## src/rtl/column_draw_pkg.sv

```systemverilog
// Shared column-rendering constants and encodings, also used by cast_ray and the
// framebuffer writer.
package column_draw_pkg;

   localparam int SCREEN_H = 240;
   localparam int TEX_SIZE = 128;
   localparam int TEX_BITS = 7;

   localparam logic [7:0] CEIL_COLOR  = 8'h11;
   localparam logic [7:0] FLOOR_COLOR = 8'h22;

   localparam logic [7:0]          HALF_H        = 8'(SCREEN_H / 2);
   localparam logic [7:0]          LAST_ROW      = 8'(SCREEN_H - 1);
   localparam logic [23:0]         STEP_DIVIDEND = 24'(TEX_SIZE << 16);
   localparam logic [TEX_BITS-1:0] TEX_Y_MAX     = TEX_BITS'(TEX_SIZE - 1);

   typedef enum logic [1:0] {
      IDLE  = 2'd0,
      DIV   = 2'd1,
      SETUP = 2'd2,
      EMIT  = 2'd3
   } column_state_t;

   typedef enum logic [1:0] {
      KIND_CEIL  = 2'd0,
      KIND_WALL  = 2'd1,
      KIND_FLOOR = 2'd2
   } row_kind_t;

endpackage

```

## src/rtl/column_step_div.sv

```systemverilog
// Radix-2 restoring divider: 24-bit dividend / 16-bit divisor, one quotient bit per
// cycle, done pulses once the quotient is final. The quotient holds until the next start.
module column_step_div (
   input  logic        clk,
   input  logic        rst,
   input  logic        start,
   input  logic [23:0] dividend,
   input  logic [15:0] divisor,
   output logic        done,
   output logic [23:0] quotient
);

   logic [15:0] rem_q;
   logic [15:0] div_q;
   logic [4:0]  cnt_q;
   logic        run_q;
   logic [16:0] trial;
   logic        ge;
   logic [15:0] diff;

   // quotient doubles as the dividend shift register; quotient bits enter at the LSB
   assign trial = {rem_q, quotient[23]};
   assign ge    = trial >= {1'b0, div_q};
   assign diff  = trial[15:0] - div_q;

   always_ff @(posedge clk or negedge rst) begin
      if (!rst) begin
         rem_q    <= '0;
         div_q    <= '0;
         cnt_q    <= '0;
         run_q    <= 1'b0;
         done     <= 1'b0;
         quotient <= '0;
      end else begin
         done <= 1'b0;
         if (start) begin
            rem_q    <= '0;
            div_q    <= divisor;
            quotient <= dividend;
            cnt_q    <= 5'd24;
            run_q    <= 1'b1;
         end else if (run_q) begin
            rem_q    <= ge ? diff : trial[15:0];
            quotient <= {quotient[22:0], ge};
            cnt_q    <= cnt_q - 5'd1;
            if (cnt_q == 5'd1) begin
               run_q <= 1'b0;
               done  <= 1'b1;
            end
         end
      end
   end

endmodule

```

## src/rtl/column_draw.sv

```systemverilog
// Streams one screen column (ceiling, textured wall, floor) to the framebuffer writer.
// Three-stage pipeline: address (tex_addr), ROM wait, pixel output register.
module column_draw
   import column_draw_pkg::*;
(
   input  logic          clk,
   input  logic          rst,
   input  logic          start,
   input  logic [8:0]    x,
   input  logic [23:0]   line_height,
   input  logic [7:0]    line_color,
   input  logic [6:0]    line_tex_x,
   output logic          busy,
   output logic [15:0]   tex_addr,
   input  logic [7:0]    tex_data,
   output logic          pix_valid,
   input  logic          pix_ready,
   output logic [8:0]    pix_x,
   output logic [7:0]    pix_y,
   output logic [7:0]    pix_color,
   output column_state_t dbg_state
);

   // Handshake: a pixel transfers on a cycle where pix_valid & pix_ready; once pix_valid
   // is raised, pix_* hold until that transfer, and the whole pipeline moves together.

   column_state_t state_q, state_d;
   logic          div_start, div_done;
   logic [23:0]   step;

   logic [8:0]  x_q;
   logic [14:0] half_q;
   logic [1:0]  tex_sel_q;
   logic [6:0]  tex_x_q;
   logic [7:0]  ds_q, de_q;
   logic [31:0] tex_pos_q;
   logic [8:0]  row_q;

   logic        s1_valid, s2_valid, s2_fresh;
   logic [7:0]  s1_y, s2_y, s2_data;
   row_kind_t   s1_kind, s2_kind;

   logic              advance, issue, last_accept;
   row_kind_t         row_kind;
   logic [TEX_BITS-1:0] tex_y_cur;
   logic              wide;
   logic [7:0]        setup_ds, setup_de;
   logic [15:0]       setup_off;
   logic              unused_bits;

   assign unused_bits = ^{line_color[7:2], line_height[8:0]};

   column_step_div u_div (
      .clk      (clk),
      .rst      (rst),
      .start    (div_start),
      .dividend (STEP_DIVIDEND),
      .divisor  (line_height[23:8]),
      .done     (div_done),
      .quotient (step)
   );

   assign busy        = (state_q != IDLE);
   assign dbg_state   = state_q;
   assign advance     = !pix_valid || pix_ready;
   assign issue       = (state_q == EMIT) && advance && (row_q < 9'(SCREEN_H));
   assign last_accept = pix_valid && pix_ready && (pix_y == LAST_ROW);
   assign tex_y_cur   = (|tex_pos_q[31:23]) ? TEX_Y_MAX : tex_pos_q[22:16];

   always_ff @(posedge clk or negedge rst) begin
      if (!rst) state_q <= IDLE;
      else      state_q <= state_d;
   end

   always_comb begin
      state_d   = state_q;
      div_start = 1'b0;
      case (state_q)
         IDLE: begin
            if (start) begin
               if (line_height[23:8] == 16'd0) begin
                  state_d = EMIT;
               end else begin
                  state_d   = DIV;
                  div_start = 1'b1;
               end
            end
         end
         DIV:     if (div_done) state_d = SETUP;
         SETUP:   state_d = EMIT;
         EMIT:    if (last_accept) state_d = IDLE;
         default: state_d = IDLE;
      endcase
   end

   // Tall walls clip to the full column and start part-way into the texture.
   always_comb begin
      wide      = half_q >= 15'(HALF_H);
      setup_ds  = HALF_H - half_q[7:0];
      setup_de  = HALF_H - 8'd1 + half_q[7:0];
      setup_off = '0;
      if (wide) begin
         setup_ds  = '0;
         setup_de  = LAST_ROW;
         setup_off = {1'b0, half_q} - 16'(HALF_H);
      end
   end

   always_comb begin
      row_kind = KIND_WALL;
      if (row_q[7:0] < ds_q)      row_kind = KIND_CEIL;
      else if (row_q[7:0] > de_q) row_kind = KIND_FLOOR;
   end

   always_ff @(posedge clk or negedge rst) begin
      if (!rst) begin
         x_q       <= '0;
         half_q    <= '0;
         tex_sel_q <= '0;
         tex_x_q   <= '0;
         ds_q      <= '0;
         de_q      <= '0;
         tex_pos_q <= '0;
         row_q     <= '0;
         s1_valid  <= 1'b0;
         s1_y      <= '0;
         s1_kind   <= KIND_CEIL;
         tex_addr  <= '0;
         s2_valid  <= 1'b0;
         s2_y      <= '0;
         s2_kind   <= KIND_CEIL;
         s2_fresh  <= 1'b0;
         s2_data   <= '0;
         pix_valid <= 1'b0;
         pix_x     <= '0;
         pix_y     <= '0;
         pix_color <= '0;
      end else begin
         if (state_q == IDLE && start) begin
            x_q       <= x;
            half_q    <= line_height[23:9];
            tex_sel_q <= line_color[1:0];
            tex_x_q   <= line_tex_x;
            ds_q      <= HALF_H;
            de_q      <= HALF_H - 8'd1;
            tex_pos_q <= '0;
            row_q     <= '0;
         end

         if (state_q == SETUP) begin
            ds_q      <= setup_ds;
            de_q      <= setup_de;
            tex_pos_q <= {16'd0, setup_off} * {8'd0, step};
         end

         // The ROM answers one cycle after s2 loads; a stall parks that answer in s2_data.
         s2_fresh <= (state_q == EMIT) && advance && s1_valid;
         if (s2_fresh) s2_data <= tex_data;

         if (state_q == EMIT && advance) begin
            pix_valid <= s2_valid;
            if (s2_valid) begin
               pix_x <= x_q;
               pix_y <= s2_y;
               case (s2_kind)
                  KIND_CEIL:  pix_color <= CEIL_COLOR;
                  KIND_FLOOR: pix_color <= FLOOR_COLOR;
                  default:    pix_color <= s2_fresh ? tex_data : s2_data;
               endcase
            end
            s2_valid <= s1_valid;
            s2_y     <= s1_y;
            s2_kind  <= s1_kind;
            s1_valid <= issue;
            if (issue) begin
               s1_y     <= row_q[7:0];
               s1_kind  <= row_kind;
               tex_addr <= {tex_sel_q, tex_y_cur, tex_x_q};
               row_q    <= row_q + 9'd1;
               if (row_kind == KIND_WALL) tex_pos_q <= tex_pos_q + {8'd0, step};
            end
         end
      end
   end

endmodule

```

## config.mk

```make
export PLATFORM = sky130hd
export DESIGN_NAME = column_draw
export DESIGN_NICKNAME = d
export VERILOG_FILES = /design/src/rtl/column_draw_pkg.sv /design/src/rtl/column_step_div.sv /design/src/rtl/column_draw.sv
export SDC_FILE = /design/constraint.sdc
export NUM_CORES = 1
export LEC_CHECK = 0
export ABC_CLOCK_PERIOD_IN_PS = 6800
export CORE_MARGIN = 2
export CORE_UTILIZATION = 30
export CTS_CLUSTER_SIZE = 25
export DETAILED_ROUTE_END_ITERATION = 8
export GPL_ROUTABILITY_DRIVEN = 0
export HOLD_SLACK_MARGIN = 0.06
export SLEW_MARGIN = 0
export SYNTH_ARGS = -nofsm -noshare
export SYNTH_HDL_FRONTEND = slang
export SYNTH_HIERARCHICAL = 1
export SYNTH_SLANG_ARGS = --single-unit
```

## constraint.sdc

```tcl
create_clock -name clk -period 6.8 [get_ports clk]
set_clock_uncertainty 0.1 [all_clocks]
set_input_delay 1.36 -clock clk [delete_from_list [all_inputs] [get_ports clk]]
set_output_delay 1.36 -clock clk [all_outputs]
set_load 0.02 [all_outputs]
```

==> out/summary.md, run 1 <==
The synthesis-to-layout area growth is 21.56%, and the number of nets in the final layout is 3,284. The wire length of the first global-routing pass was 99.27 mm; the number of stages on the worst hold path was 2. In this run the critical register-to-register path is launched from half_q[10]. The required time of the critical path was 7.12 ns; the buffer levels on the longest clock path was 3. The core occupancy in the finished layout was 0.3699; the standard cell core area was 76,200 sq um. The fraction of final layout cells with drive strength greater than 1 is 0.1429, and the die footprint is 79,520 sq um. For this block, the routed nets add up to 60.36 mm of wire. The pre-antenna-repair detailed-routing pass consisted of 5 iterations.

The type of the tightest min-delay check was register to register. Flip-flop and latch count after synthesis: 228. The tools report the capturing point of the worst reg2reg path as tex_pos_q[31]. The first routing iteration left 1,018 violations.

For the cell count after synthesis, the log shows 2,587. The buffer type at the clock tree root is sky130_fd_sc_hd__clkbuf_16. For this design the total switching power over the nets is 1.499 mW. The average wire length per cell after detail routing was 15.67 um; the post-detailed-placement half-perimeter wirelength was 46.17 mm. The endpoint kind of the worst setup timing path is a register. The number of hold buffers added after CTS was 0. The run finished, with violations left. Global-route usage over all layers: 0.1538.

The max-capacitance violation count was 0; the number of max-slew violations in the final report was 0. The die is 282.0 um tall. The number of endpoints with negative hold slack in the final report is 0, and the count of buffers from port buffering is 90. The via count of the first global-routing pass was 18,604.

The part of the power in the clock network is 0.364, and the TritonCTS buffer count is 29. Biggest fanout along the worst timing path: 8. Including well taps, the total number of placed cells is 3,786.

The run gives -0.17 ns as the register-to-register path setup slack. The tools report the maximum operating frequency as 0.1435 GHz. The number of cell instances on the worst register-to-register path was 23. The number of different library cells used by synthesis comes to 85. Effective utilization at floorplan: 0.3043. For the worst slew margin relative to its limit, the log shows 0.3425. Yosys printed 6 warnings. TritonCTS built the clock tree. Setup repair after global routing could not meet its margin everywhere. The pin count of the biggest net entering global routing is 131.

The initial antenna violation count is 1. The finished cells cover 28,180 sq um. After detailed routing, the number of remaining DRC violations is 0. Across the VDD grid, the largest voltage drop is 0.2006 mV.

Yosys mapped a number of flops with a built-in enable equal to 0. The post-synthesis instance area is 23,180 sq um, and the total power is 4.644 mW. Clock-pin slew was measured on the worst setup and hold paths at 0.06 ns.

From left edge to right edge, the die measures 282.0 um. The routed layout has 18,158 vias. The worst setup path is launched from a register. The relative contribution of combinational cells to total power was 0.267. For this design the static power due to leakage is 13.28 nW. The remaining antenna violation count is 0.

The share of total power in sequential cells came out at 0.369. The boundary pin count was 105. The sequential share of the synthesized area was 0.2461; the number of cell rows was 101. STA puts the critical path data arrival time at 7.29 ns. Using the TritonRoute via totals, the vias-per-cell ratio works out to 4.714. The top-area cell type share of the netlist area is 0.2461, and the pre-CTS setup slack is -0.4115 ns. Clock latency on the worst-skew pair, taken at its later pin, is 0.57 ns. The number of standard cells in the final layout excluding fillers came out at 3,852. Dividing total power by cell area gives a power density of 164.8 nW/um^2.

In the post-synthesis netlist, the biggest area contributors are sky130_fd_sc_hd__dfrtp_1 (25%), sky130_fd_sc_hd__fa_1 (24%), sky130_fd_sc_hd__nand2_1 (7.9%). For the final critical-path setup slack, the log shows -0.1685 ns. Clock period minus final worst setup slack: 6.969 ns. For hold timing, the worst endpoint is tex_addr[0]. For the total number of clock tree sinks, the log shows 228. Remaining global-route overflow: 0. Predominant post-synthesis flop cell: sky130_fd_sc_hd__dfrtp_1. The fraction of synthesis flops using an asynchronous set or reset pin is 1.000.

Setup violations remaining at the end of the flow were counted as 9. By count the netlist is led by sky130_fd_sc_hd__nand2_1 (490), sky130_fd_sc_hd__inv_1 (375), sky130_fd_sc_hd__fa_1 (282). Once placement finished, the instance area stood at 26,580 sq um. Cell with the most instances after synthesis: sky130_fd_sc_hd__nand2_1. The startpoint of the most critical hold path is tex_x_q[0]. The checks that failed: negative setup slack. The run gives -0.6854 ns as the setup TNS after final layout.

The slew at the pin with the worst max-slew slack works out to 0.9863 ns. The fraction of power spent switching nets works out to 0.3227. The most area-hungry cell type in the Yosys netlist was sky130_fd_sc_hd__dfrtp_1. Ratio of final minimum period to clock period: 1.025. The synthesized area per cell works out to 8.962 sq um.

The logs give 0.3621 ns for the worst slack on hold paths and 3.145 mW for the internal portion of total power. The critical path is of the register to register type. H-tree depth: 1.
==> cells by family (layout without fill, tap and decap cells) <==
family,after synthesis,count (layout),synth area share
multiplexers,54,54,0.02493
adder cells (fa/ha/maj),425,425,0.3207
flip-flops,228,228,0.2461
XOR/XNOR,83,83,0.03227
AO/OA/AOI/OAI,409,409,0.1167
other,2,25,0.0003239
AND/OR/NAND/NOR,892,892,0.1782
buffers and inverters,494,706,0.08079
==> registers in the layout, indices dropped and copies added, names as in the netlist, 2 cells and up <==
name and flops:
s2_data 8, half_q 15, tex_pos_q 32, pix_x 9, dbg_state 2, tex_x_q 7, tex_sel_q 2, pix_y 8
u_div/div_q 16, ds_q 8, tex_addr 16, u_div/quotient 24, x_q 9, u_div/cnt_q 5, row_q 9, s1_kind 2
s2_y 8, pix_color 8, de_q 8, s2_kind 2, s1_y 8, u_div/rem_q 16
==> worst max path at each step <==
stage	startpoint	endpoint	depth (start not counted)
floorplan	half_q[11]	tex_pos_q[31]	24
global placement	half_q[11]	tex_pos_q[31]	25
detailed placement	half_q[11]	tex_pos_q[31]	25
CTS	half_q[10]	tex_pos_q[29]	24
global route	half_q[11]	tex_pos_q[31]	24
finish	half_q[10]	tex_pos_q[31]	23
==> repair_timing <==
action                                  in CTS  in global routing
endpoints found under the setup margin      16                 20
pin swaps                                   26                 25
gates resized for setup                     55                 47
cloned                                       1                  0
setup buffers                                8                  5
==> worst max-delay path: stages (launching register included) <==
cell                       delay (ns)
sky130_fd_sc_hd__dfrtp_1         0.37
sky130_fd_sc_hd__or4_4           0.58
sky130_fd_sc_hd__or4_4           0.47
sky130_fd_sc_hd__xor2_4          0.18
sky130_fd_sc_hd__nor2_4          0.08
sky130_fd_sc_hd__buf_12          0.14
sky130_fd_sc_hd__and2_1          0.17
sky130_fd_sc_hd__fa_1            0.57
sky130_fd_sc_hd__fa_1            0.43
sky130_fd_sc_hd__fa_1            0.51
sky130_fd_sc_hd__fa_1            0.45
sky130_fd_sc_hd__fa_1            0.49
sky130_fd_sc_hd__inv_1           0.05
sky130_fd_sc_hd__fa_1            0.50
sky130_fd_sc_hd__inv_1           0.08
sky130_fd_sc_hd__ha_4            0.22
sky130_fd_sc_hd__a21oi_2         0.14
sky130_fd_sc_hd__o21ai_2         0.08
sky130_fd_sc_hd__a21o_1          0.18
sky130_fd_sc_hd__a221o_1         0.38
sky130_fd_sc_hd__a21boi_2        0.24
sky130_fd_sc_hd__o31ai_4         0.12
sky130_fd_sc_hd__xnor2_2         0.19
sky130_fd_sc_hd__o221ai_2        0.11
==> placed cells by master, fill, tap and decap left out, drive strengths merged, types with 17 or more instances in the layout <==
master / Yosys / layout
a21o: 28 / 28
a21oi: 86 / 86
and2: 144 / 144
buf: 14 / 188
clkbuf: 104 / 38
clkdlybuf4s50: 0 / 89
conb: 2 / 24
dfrtp: 228 / 228
fa: 282 / 282
ha: 143 / 143
inv: 376 / 376
mux2: 30 / 30
mux2i: 24 / 24
nand2: 492 / 492
nand2b: 17 / 17
nand3: 24 / 24
nor2: 102 / 102
nor3: 31 / 31
o21a: 18 / 18
o21ai: 125 / 125
xnor2: 52 / 52
xor2: 30 / 30
==> layer usage <==
| metal | share of wire | global-route usage | up-vias |
|---|---|---|---|
| met5 | 0 | 0 | - |
| met4 | 0.021 | 0.03151 | 0 |
| met3 | 0.045 | 0.02254 | 73 |
| met2 | 0.45 | 0.2434 | 327 |
| met1 | 0.48 | 0.2228 | 9025 |
| li1 | - | - | 8733 |
==> cell type report <==
cell class / count / area (sq um)
Sequential cell: 228 / 5707
Clock inverter: 15 / 231.5
Antenna cell: 1 / 2.502
Multi-Input combinational cell: 1887 / 16270
Fill cell: 7638 / 48020
Tap cell: 1030 / 1289
Clock buffer: 38 / 819.5
Inverter: 376 / 1411
Timing Repair Buffer: 277 / 2451
==> power groups by stage <==
| stage | Clock, mW | Sequential, mW | Combinational [mW] |
|---|---|---|---|
| after floorplan | 0 | 1.73 | 0.835 |
| after global placement | 0 | 1.73 | 1.22 |
| after detailed placement | 0 | 1.73 | 1.24 |
| after CTS | 1.73 | 1.71 | 1.25 |
| after global routing | 1.79 | 1.74 | 1.40 |
| final | 1.69 | 1.71 | 1.24 |
Note: power is estimated with default switching activity, not from simulation.
==> run 2, diff against run 1 <==
--- a/config.mk
+++ b/config.mk
@@ -6,7 +6,7 @@
 export NUM_CORES = 1
 export LEC_CHECK = 0
 export ABC_CLOCK_PERIOD_IN_PS = 6800
-export CORE_MARGIN = 2
+export CORE_MARGIN = 4
 export CORE_UTILIZATION = 30
 export CTS_CLUSTER_SIZE = 25
 export DETAILED_ROUTE_END_ITERATION = 8
==> run 2 against run 1 <==
The flow still finishes with violations (negative setup slack). Non-clock buffer count up 15. Setup slack got worse by 0.072 ns. Critical path depth rose by 2. Utilization grew 0.28 points. Die area is 2.9% higher. Maximum frequency down 1.0%. Sequential cell count is the same. Sequential power about the same. Cell area grew 0.94%. Sequential share of layout area shrank 0.18 points. Count of clock-buffer cells in the layout is 2 higher. Critical path type unchanged.
==> out/summary.md, run 2 (synthesis gave the netlist of run 1 again) <==
The run gives 131 (unchanged) as the pin count of the biggest net entering global routing. Die width: 286.0 um (+1.4%). The tools report the post-route DRC violation count as 0 (unchanged). The final number of setup-violating endpoints is 13 (+4).

Kind of launch point of the worst setup path: a register. Leaving out fill and tap cells, the most frequent cells in the layout are sky130_fd_sc_hd__nand2_1 (486), sky130_fd_sc_hd__inv_1 (359), sky130_fd_sc_hd__fa_1 (271), sky130_fd_sc_hd__dfrtp_1 (226), sky130_fd_sc_hd__buf_4 (175). The type of the tightest min-delay check was register to register. The count of buffers from port buffering came out at 90 (unchanged). The number of buffers and inverters on the critical path is 5 (+2). The number of flip-flops under the largest register name is 32 (unchanged). The maximum operating frequency is 0.1420 GHz (-1.0%), and the number of search-and-repair iterations in the first detailed-routing pass is 4 (-1).

The worst slack on hold paths came out at 0.3608 ns (-0.001321 ns). The standard cell core area was 76,330 sq um (+0.17%); the buffer levels on the longest clock path was 3 (unchanged). Biggest fanout along the worst timing path: 11 (+3).

For the global-route usage over all layers, the log shows 0.1494 (-0.004445). The tools report the footprint of the flip-flops and latches as 5708 sq um (about the same). The run gives 0 (unchanged) as the max-capacitance violation count.

The largest registers in the layout are tex_pos_q: 32 flops, u_div/quotient: 24 flops. The checks that failed: negative setup slack. The clock transition at the registers of the reported paths was 0.06 ns (about the same); the total number of clock tree sinks was 228 (unchanged). Via-per-instance ratio: 4.770 (+1.2%).

Most common library cell in the layout ignoring fill and taps: sky130_fd_sc_hd__nand2_1. For the total inserted antenna cells, the log shows 0 (-1). The remaining antenna violation count was 0 (unchanged).

The violation count after the first detailed-route iteration came out at 1,001 (-1.7%). The logs give 0 (unchanged) for the hold-fix buffer count after cts and 13.32 nW (+0.25%) for the leakage power figure. The initial antenna violation count is 0 (-1). TritonCTS built the clock tree. The tools report the remaining global-route overflow as 0 (unchanged).

By startpoint and endpoint, the worst setup path is classified as register to register. The highest ir drop seen on vdd is 0.2174 mV (+8.4%), and the slew at the pin with the worst max-slew slack is 1.011 ns (+0.02470 ns). Clock period minus final worst setup slack: 7.040 ns (+0.07192 ns).

Fraction of final layout cells with drive strength greater than 1: 0.1562 (+0.01329). Counting stages on the worst path, the most repeated cell is sky130_fd_sc_hd__fa_1. The combined area of the multi-input logic cells is 16,430 sq um (+0.98%). For the number of nets in the final layout, the log shows 3,300 (+0.49%).

The run gives 29 (unchanged) as the TritonCTS buffer count. The largest register by flop count is tex_pos_q. The effective utilization at floorplan is 0.3038 (-0.0005037). The required time of the critical path came out at 7.13 ns (about the same). Setup repair after global routing could not meet its margin everywhere. Via count of the first global-routing pass: 18,723 (+0.64%). The average wire length per cell after detail routing works out to 16.14 um (+3.0%).

The die outline height is 286.0 um (+1.4%). The category of cells accounting for the largest share of critical-path delay is adder cells. The run finished, with violations left. The logs give 100.9 mm (+1.6%) for the wire length of the first global-routing pass and 0.3244 (-0.01807) for the worst slew margin relative to its limit. Data arrival time of the worst path: 7.37 ns (+0.08 ns). The highest-delay cell along the critical path is sky130_fd_sc_hd__or4_4. The setup TNS after final layout was -1.738 ns (-1.052 ns); the die footprint was 81,790 sq um (+2.9%). The tools report the boundary pin count as 105 (unchanged). Final critical-path setup slack: -0.2404 ns (-0.07192 ns).

The delay of the slowest cell on the worst path was 0.59 ns (about the same); the power per standard cell area was 156.7 nW/um^2 (-4.9%). The logs give 18,445 (+1.6%) for the overall via count from detail_route and 0.57 ns (about the same) for the later-pin clock latency in the skew report. The endpoint kind of the worst setup timing path is a register. The area growth from synthesis to layout is 22.70%. The tree is rooted in a sky130_fd_sc_hd__clkbuf_16. The ratio of final minimum period to clock period is 1.035 (+0.01058), and the overall routed net length is 62.43 mm (+3.4%). For the post-detailed-placement half-perimeter wirelength, the log shows 46.56 mm (+0.83%). The number of cell rows was 101 (unchanged); the number of max-slew violations in the final report was 0 (unchanged). The number of endpoints with negative hold slack in the final report came out at 0 (unchanged).

The logs give 7,778 (+1.8%) for the count of filler cells inserted in the layout and 1 (unchanged) for the H-tree depth.
==> run 2: path summary, 6_finish.rpt <==
path | start | end | slack (ns) | cells past startpoint
max | half_q[7] | tex_pos_q[29] | -0.24 | 25
min | tex_x_q[1] | tex_addr[1] | 0.36 | 2
max reg2reg | half_q[7] | tex_pos_q[29] | -0.24 | 25
min reg2reg | tex_x_q[1] | tex_addr[1] | 0.36 | 2
max in group asynchronous | rst | half_q[3] | 4.61 | 2
min in group asynchronous | rst | pix_color[7] | 0.72 | 1
==> run 2: power breakdown <==
group | switching [mW] | internal [mW] | total [mW]
registers | 0.157 | 1.56 | 1.72
logic | 0.734 | 0.521 | 1.25
clock network | 0.628 | 0.857 | 1.48
total | 1.52 | 2.94 | 4.46
==> run 2: area by class of cell <==
class	instances	area share
well taps	1030	0.04530
flip-flops and latches	228	0.2007
clock inverters	13	0.003783
multi-input cells	1888	0.5776
inverters	376	0.04961
repair buffers	292	0.09505
clock buffers	40	0.02802
==> run 2: metrics by stage <==
stage	instance area (sq um)	setup slack (ns)	total power, mW	utilization	std cells
floorplan	23450	-0.05298	2.567	-	2609
global placement	26670	-0.4503	2.951	0.3494	3787
detailed placement	26670	-0.4825	2.974	0.3494	3787
CTS	27920	-0.2346	4.492	0.3658	3852
global route	28450	-0.4355	4.735	0.3727	3867
finish	28450	-0.2404	4.458	0.3727	3867
==> run 2: per-layer routing <==
metal  part of all wire  GRT usage  vias to the layer above
met4              0.020    0.02918                        0
li1                   -          -                     8765
met5                  0          0                        -
met1               0.46     0.2110                     9267
met3              0.052    0.02502                       76
met2               0.47     0.2433                      337
==> run 2: worst register-to-register path, stage by stage (launching register included) <==
cell and delay, ns:
sky130_fd_sc_hd__dfrtp_1 0.38, sky130_fd_sc_hd__or4_4 0.59, sky130_fd_sc_hd__or4_4 0.47, sky130_fd_sc_hd__xor2_4 0.20, sky130_fd_sc_hd__nor2_4 0.07, sky130_fd_sc_hd__buf_12 0.14
sky130_fd_sc_hd__and2_4 0.16, sky130_fd_sc_hd__fa_1 0.54, sky130_fd_sc_hd__fa_1 0.42, sky130_fd_sc_hd__fa_1 0.54, sky130_fd_sc_hd__fa_1 0.45, sky130_fd_sc_hd__fa_1 0.51
sky130_fd_sc_hd__inv_2 0.04, sky130_fd_sc_hd__fa_1 0.55, sky130_fd_sc_hd__inv_2 0.05, sky130_fd_sc_hd__ha_4 0.24, sky130_fd_sc_hd__and3_4 0.17, sky130_fd_sc_hd__o211ai_1 0.07
sky130_fd_sc_hd__buf_4 0.15, sky130_fd_sc_hd__o21bai_4 0.07, sky130_fd_sc_hd__a221o_1 0.34, sky130_fd_sc_hd__a21boi_2 0.18, sky130_fd_sc_hd__buf_4 0.13, sky130_fd_sc_hd__nor2_2 0.03
sky130_fd_sc_hd__xnor2_1 0.19, sky130_fd_sc_hd__o211ai_1 0.11
==> run 2: timing repair <==
item                                   in CTS  in global routing
setup endpoints to repair                  17                 20
endpoints found under the hold margin       0                  0
gates cloned                                1                  4
pin swaps                                  19                 66
setup buffers                              11                 12
gates resized for setup                    47                 90
==> run 3, diff against run 2 <==
--- a/config.mk
+++ b/config.mk
@@ -8,10 +8,12 @@
 export ABC_CLOCK_PERIOD_IN_PS = 6800
 export CORE_MARGIN = 4
 export CORE_UTILIZATION = 30
+export CTS_CLUSTER_DIAMETER = 120
 export CTS_CLUSTER_SIZE = 25
 export DETAILED_ROUTE_END_ITERATION = 8
 export GPL_ROUTABILITY_DRIVEN = 0
-export HOLD_SLACK_MARGIN = 0.06
+export HOLD_SLACK_MARGIN = 0.02
+export SKIP_CTS_REPAIR_TIMING = 1
 export SLEW_MARGIN = 0
 export SYNTH_ARGS = -nofsm -noshare
 export SYNTH_HDL_FRONTEND = slang
==> run 3 against run 2 <==
The flow still finishes with violations (negative setup slack). Highest routed layer unchanged. Register-to-register slack got worse by 0.06 ns. Sequential share of layout area increased by 0.29 points. Die area unchanged. Hold slack improved by 0.015 ns. Clock power decreased by 37%. Non-clock buffer count decreased by 4. Wire length decreased by 1.5%. Setup slack got worse by 0.060 ns.
==> out/summary.md, run 3 (synthesis gave the netlist of run 1 again) <==
The clock transition at the registers of the reported paths is 0.10 ns (+0.04 ns), and the number of nets in the final layout is 3,280 (-0.61%). Leaving out fill and tap cells, the most frequent cell in the layout is sky130_fd_sc_hd__nand2_1. The die width was 286.0 um (unchanged); the worst slew margin relative to its limit was 0.3251 (+0.0006430). The logs give 0 (unchanged) for the number of endpoints with negative hold slack in the final report and 76,330 sq um (unchanged) for the standard cell core area. The TritonCTS buffer count came out at 14 (-52%). The run gives 101 (unchanged) as the number of cell rows. The via-per-instance ratio works out to 4.754 (-0.34%). The endpoint kind of the worst setup timing path was a register. STA classifies the critical path startpoint as a register. The H-tree depth was 1 (unchanged); the ratio of final minimum period to clock period was 1.044 (+0.008817).

The slew at the pin with the worst max-slew slack came out at 1.010 ns (-0.0009628 ns). The fraction of final layout cells with drive strength greater than 1 is 0.1536 (-0.002579). The highest ir drop seen on vdd came out at 0.2133 mV (-1.9%). The run gives 98.96 mm (-1.9%) as the wire length of the first global-routing pass.

The average wire length per cell after detail routing was 16.06 um (-0.52%). The path with the worst hold slack has its endpoint at tex_addr[14]. Total inserted antenna cells: 0 (unchanged).

The leakage power figure is 13.09 nW (-1.7%), and the pin count of the biggest net entering global routing is 131 (unchanged). The register with the most flip-flops in the final layout is tex_pos_q. The type of the worst setup path is register to register. The startpoint of the most critical hold path was tex_sel_q[0]. For the register-to-register path setup slack, the log shows -0.30 ns (-0.06 ns). The type of the tightest min-delay check is register to register. The endpoint identified for the worst register-to-register timing path is tex_pos_q[29]. The run finished, with violations left. For the total instance count after detailed placement, the log shows 3,787 (unchanged). The power per standard cell area is 139.0 nW/um^2 (-11%), and the number of cell instances on the worst register-to-register path is 24 (-4.0%). In the layout the commonest cells are sky130_fd_sc_hd__nand2_1 (484), sky130_fd_sc_hd__inv_1 (351), sky130_fd_sc_hd__fa_1 (268), sky130_fd_sc_hd__dfrtp_1 (226), sky130_fd_sc_hd__buf_4 (169).

The die footprint was 81,790 sq um (unchanged); the pre-CTS setup slack was -0.4825 ns (unchanged). The total power was 3.896 mW (-13%); the remaining antenna violation count was 0 (unchanged). The largest registers in the layout are tex_pos_q: 32 flops, u_div/quotient: 24 flops. The number of max-slew violations in the final report came out at 0 (unchanged).

The final reports fail on negative setup slack. The count of buffers from port buffering was 90 (unchanged); the via count of the first global-routing pass was 18,386 (-1.8%). The number of standard cells in the final layout excluding fillers is 3,830 (-0.96%), and the die outline height is 286.0 um (unchanged). The required time of the critical path was 7.07 ns (-0.06 ns). The post-route DRC violation count was 0 (unchanged); the final critical-path setup slack was -0.3004 ns (-0.05995 ns). The remaining global-route overflow was 0 (unchanged). The startpoint identified for the worst register-to-register timing path is half_q[7].

The synthesis-to-layout area growth works out to 20.93%. The violation count after the first detailed-route iteration was 951 (-5.0%); the post-detailed-placement half-perimeter wirelength was 46.56 mm (unchanged). The run gives 105 (unchanged) as the boundary pin count.

For the initial antenna violation count, the log shows 0 (unchanged). The count of filler cells inserted in the layout was 7,792 (+0.18%). The clock period minus final worst setup slack was 7.100 ns (+0.05995 ns). Setup repair after global routing could not meet its margin everywhere. For the number of search-and-repair iterations in the first detailed-routing pass, the log shows 5 (+1). The effective utilization at floorplan is 0.3038 (unchanged), and the overall routed net length is 61.51 mm (-1.5%). Biggest fanout along the worst timing path: 11 (unchanged). The tools report the data arrival time of the worst path as 7.37 ns (about the same). The tools report the buffer type at the clock tree root as sky130_fd_sc_hd__clkbuf_16.

The tools report the max-capacitance violation count as 0 (unchanged). Total number of clock tree sinks: 228 (unchanged). For the global-route usage over all layers, the log shows 0.1466 (-0.002784). The buffer levels on the longest clock path came out at 3 (unchanged). TritonCTS built the clock tree. The tools report the maximum operating frequency as 0.1408 GHz (-0.84%).

The number of flip-flops under the largest register name came out at 32 (unchanged). The final number of setup-violating endpoints is 16 (+3), and the number of stages on the worst hold path is 2 (unchanged). The later-pin clock latency in the skew report was 0.52 ns (-0.05 ns); the overall via count from detail_route was 18,207 (-1.3%).
## run 3: cell count changes in the layout (fill, tap and decap cells not counted), moves of 3 or more
cell / change
sky130_fd_sc_hd__clkbuf_8: -3
sky130_fd_sc_hd__inv_2: +8
sky130_fd_sc_hd__fa_1: -3
sky130_fd_sc_hd__inv_1: -8
sky130_fd_sc_hd__clkbuf_1: -7
sky130_fd_sc_hd__clkbuf_16: -13
sky130_fd_sc_hd__clkinv_2: -6
sky130_fd_sc_hd__fa_2: +3
sky130_fd_sc_hd__clkinvlp_4: -4
sky130_fd_sc_hd__buf_4: -6
sky130_fd_sc_hd__ha_1: -3
## run 3: worst max path at each step
stage,startpoint,to,depth (start not counted)
2_1_floorplan,half_q[11],tex_pos_q[31],24
3_3_place_gp,half_q[11],tex_pos_q[31],25
3_5_place_dp,half_q[11],tex_pos_q[31],25
4_1_cts,half_q[11],tex_pos_q[31],25
5_1_grt,half_q[7],tex_pos_q[31],23
6_report,half_q[7],tex_pos_q[29],24
## run 3: metrics by stage
stage | utilization | TNS [ns] | hold WS [ns] | instance area, sq um
after detailed placement | 0.3494 | -4.319 | 0.3496 | 26670
after global placement | 0.3494 | -3.916 | 0.3459 | 26670
after global routing | 0.3673 | -5.957 | 0.4004 | 28040
after CTS | 0.3552 | -4.448 | 0.3756 | 27110
final | 0.3673 | -2.102 | 0.3758 | 28040
after floorplan | - | -0.1010 | 0.3386 | 23450
## run 3: report_power, final
group	switching, mW	leakage (nW)	total [mW]	internal, mW
combinational	0.730	10.1	1.25	0.520
sequential	0.158	2.81	1.72	1.56
clock	0.513	0.215	0.931	0.418
## run 3: critical path, stage by stage, from the launching register on
cell and delay [ns]:
sky130_fd_sc_hd__dfrtp_1 0.39, sky130_fd_sc_hd__or4_4 0.59, sky130_fd_sc_hd__or4_4 0.47, sky130_fd_sc_hd__xor2_4 0.19, sky130_fd_sc_hd__nor2_4 0.07, sky130_fd_sc_hd__buf_12 0.14
sky130_fd_sc_hd__and2_1 0.17, sky130_fd_sc_hd__fa_1 0.58, sky130_fd_sc_hd__fa_1 0.44, sky130_fd_sc_hd__fa_1 0.54, sky130_fd_sc_hd__fa_1 0.44, sky130_fd_sc_hd__fa_1 0.49
sky130_fd_sc_hd__inv_1 0.04, sky130_fd_sc_hd__fa_1 0.47, sky130_fd_sc_hd__inv_1 0.04, sky130_fd_sc_hd__ha_1 0.29, sky130_fd_sc_hd__a21oi_2 0.17, sky130_fd_sc_hd__o21ai_1 0.11
sky130_fd_sc_hd__a21o_1 0.17, sky130_fd_sc_hd__a221o_1 0.40, sky130_fd_sc_hd__a21boi_2 0.20, sky130_fd_sc_hd__buf_4 0.13, sky130_fd_sc_hd__nor2_2 0.03, sky130_fd_sc_hd__xnor2_1 0.17
sky130_fd_sc_hd__o211ai_1 0.11
## run 3: per-layer routing
layer / global-route usage / vias up / share of wire
met4: 0.02645 / 0 / 0.017
met5: 0 / - / 0
met3: 0.02462 / 57 / 0.050
met1: 0.2072 / 9161 / 0.46
met2: 0.2396 / 296 / 0.47
li1: - / 8693 / -
## run 3: final cells by class
type | count | area, sq um | area share
clock buffers | 16 | 379.1 | 0.01352
clock inverters | 5 | 61.31 | 0.002187
inverters | 376 | 1411 | 0.05034
multi-input cells | 1887 | 16510 | 0.5889
flip-flops and latches | 228 | 5708 | 0.2036
well taps | 1030 | 1289 | 0.04596
repair buffers | 288 | 2679 | 0.09554
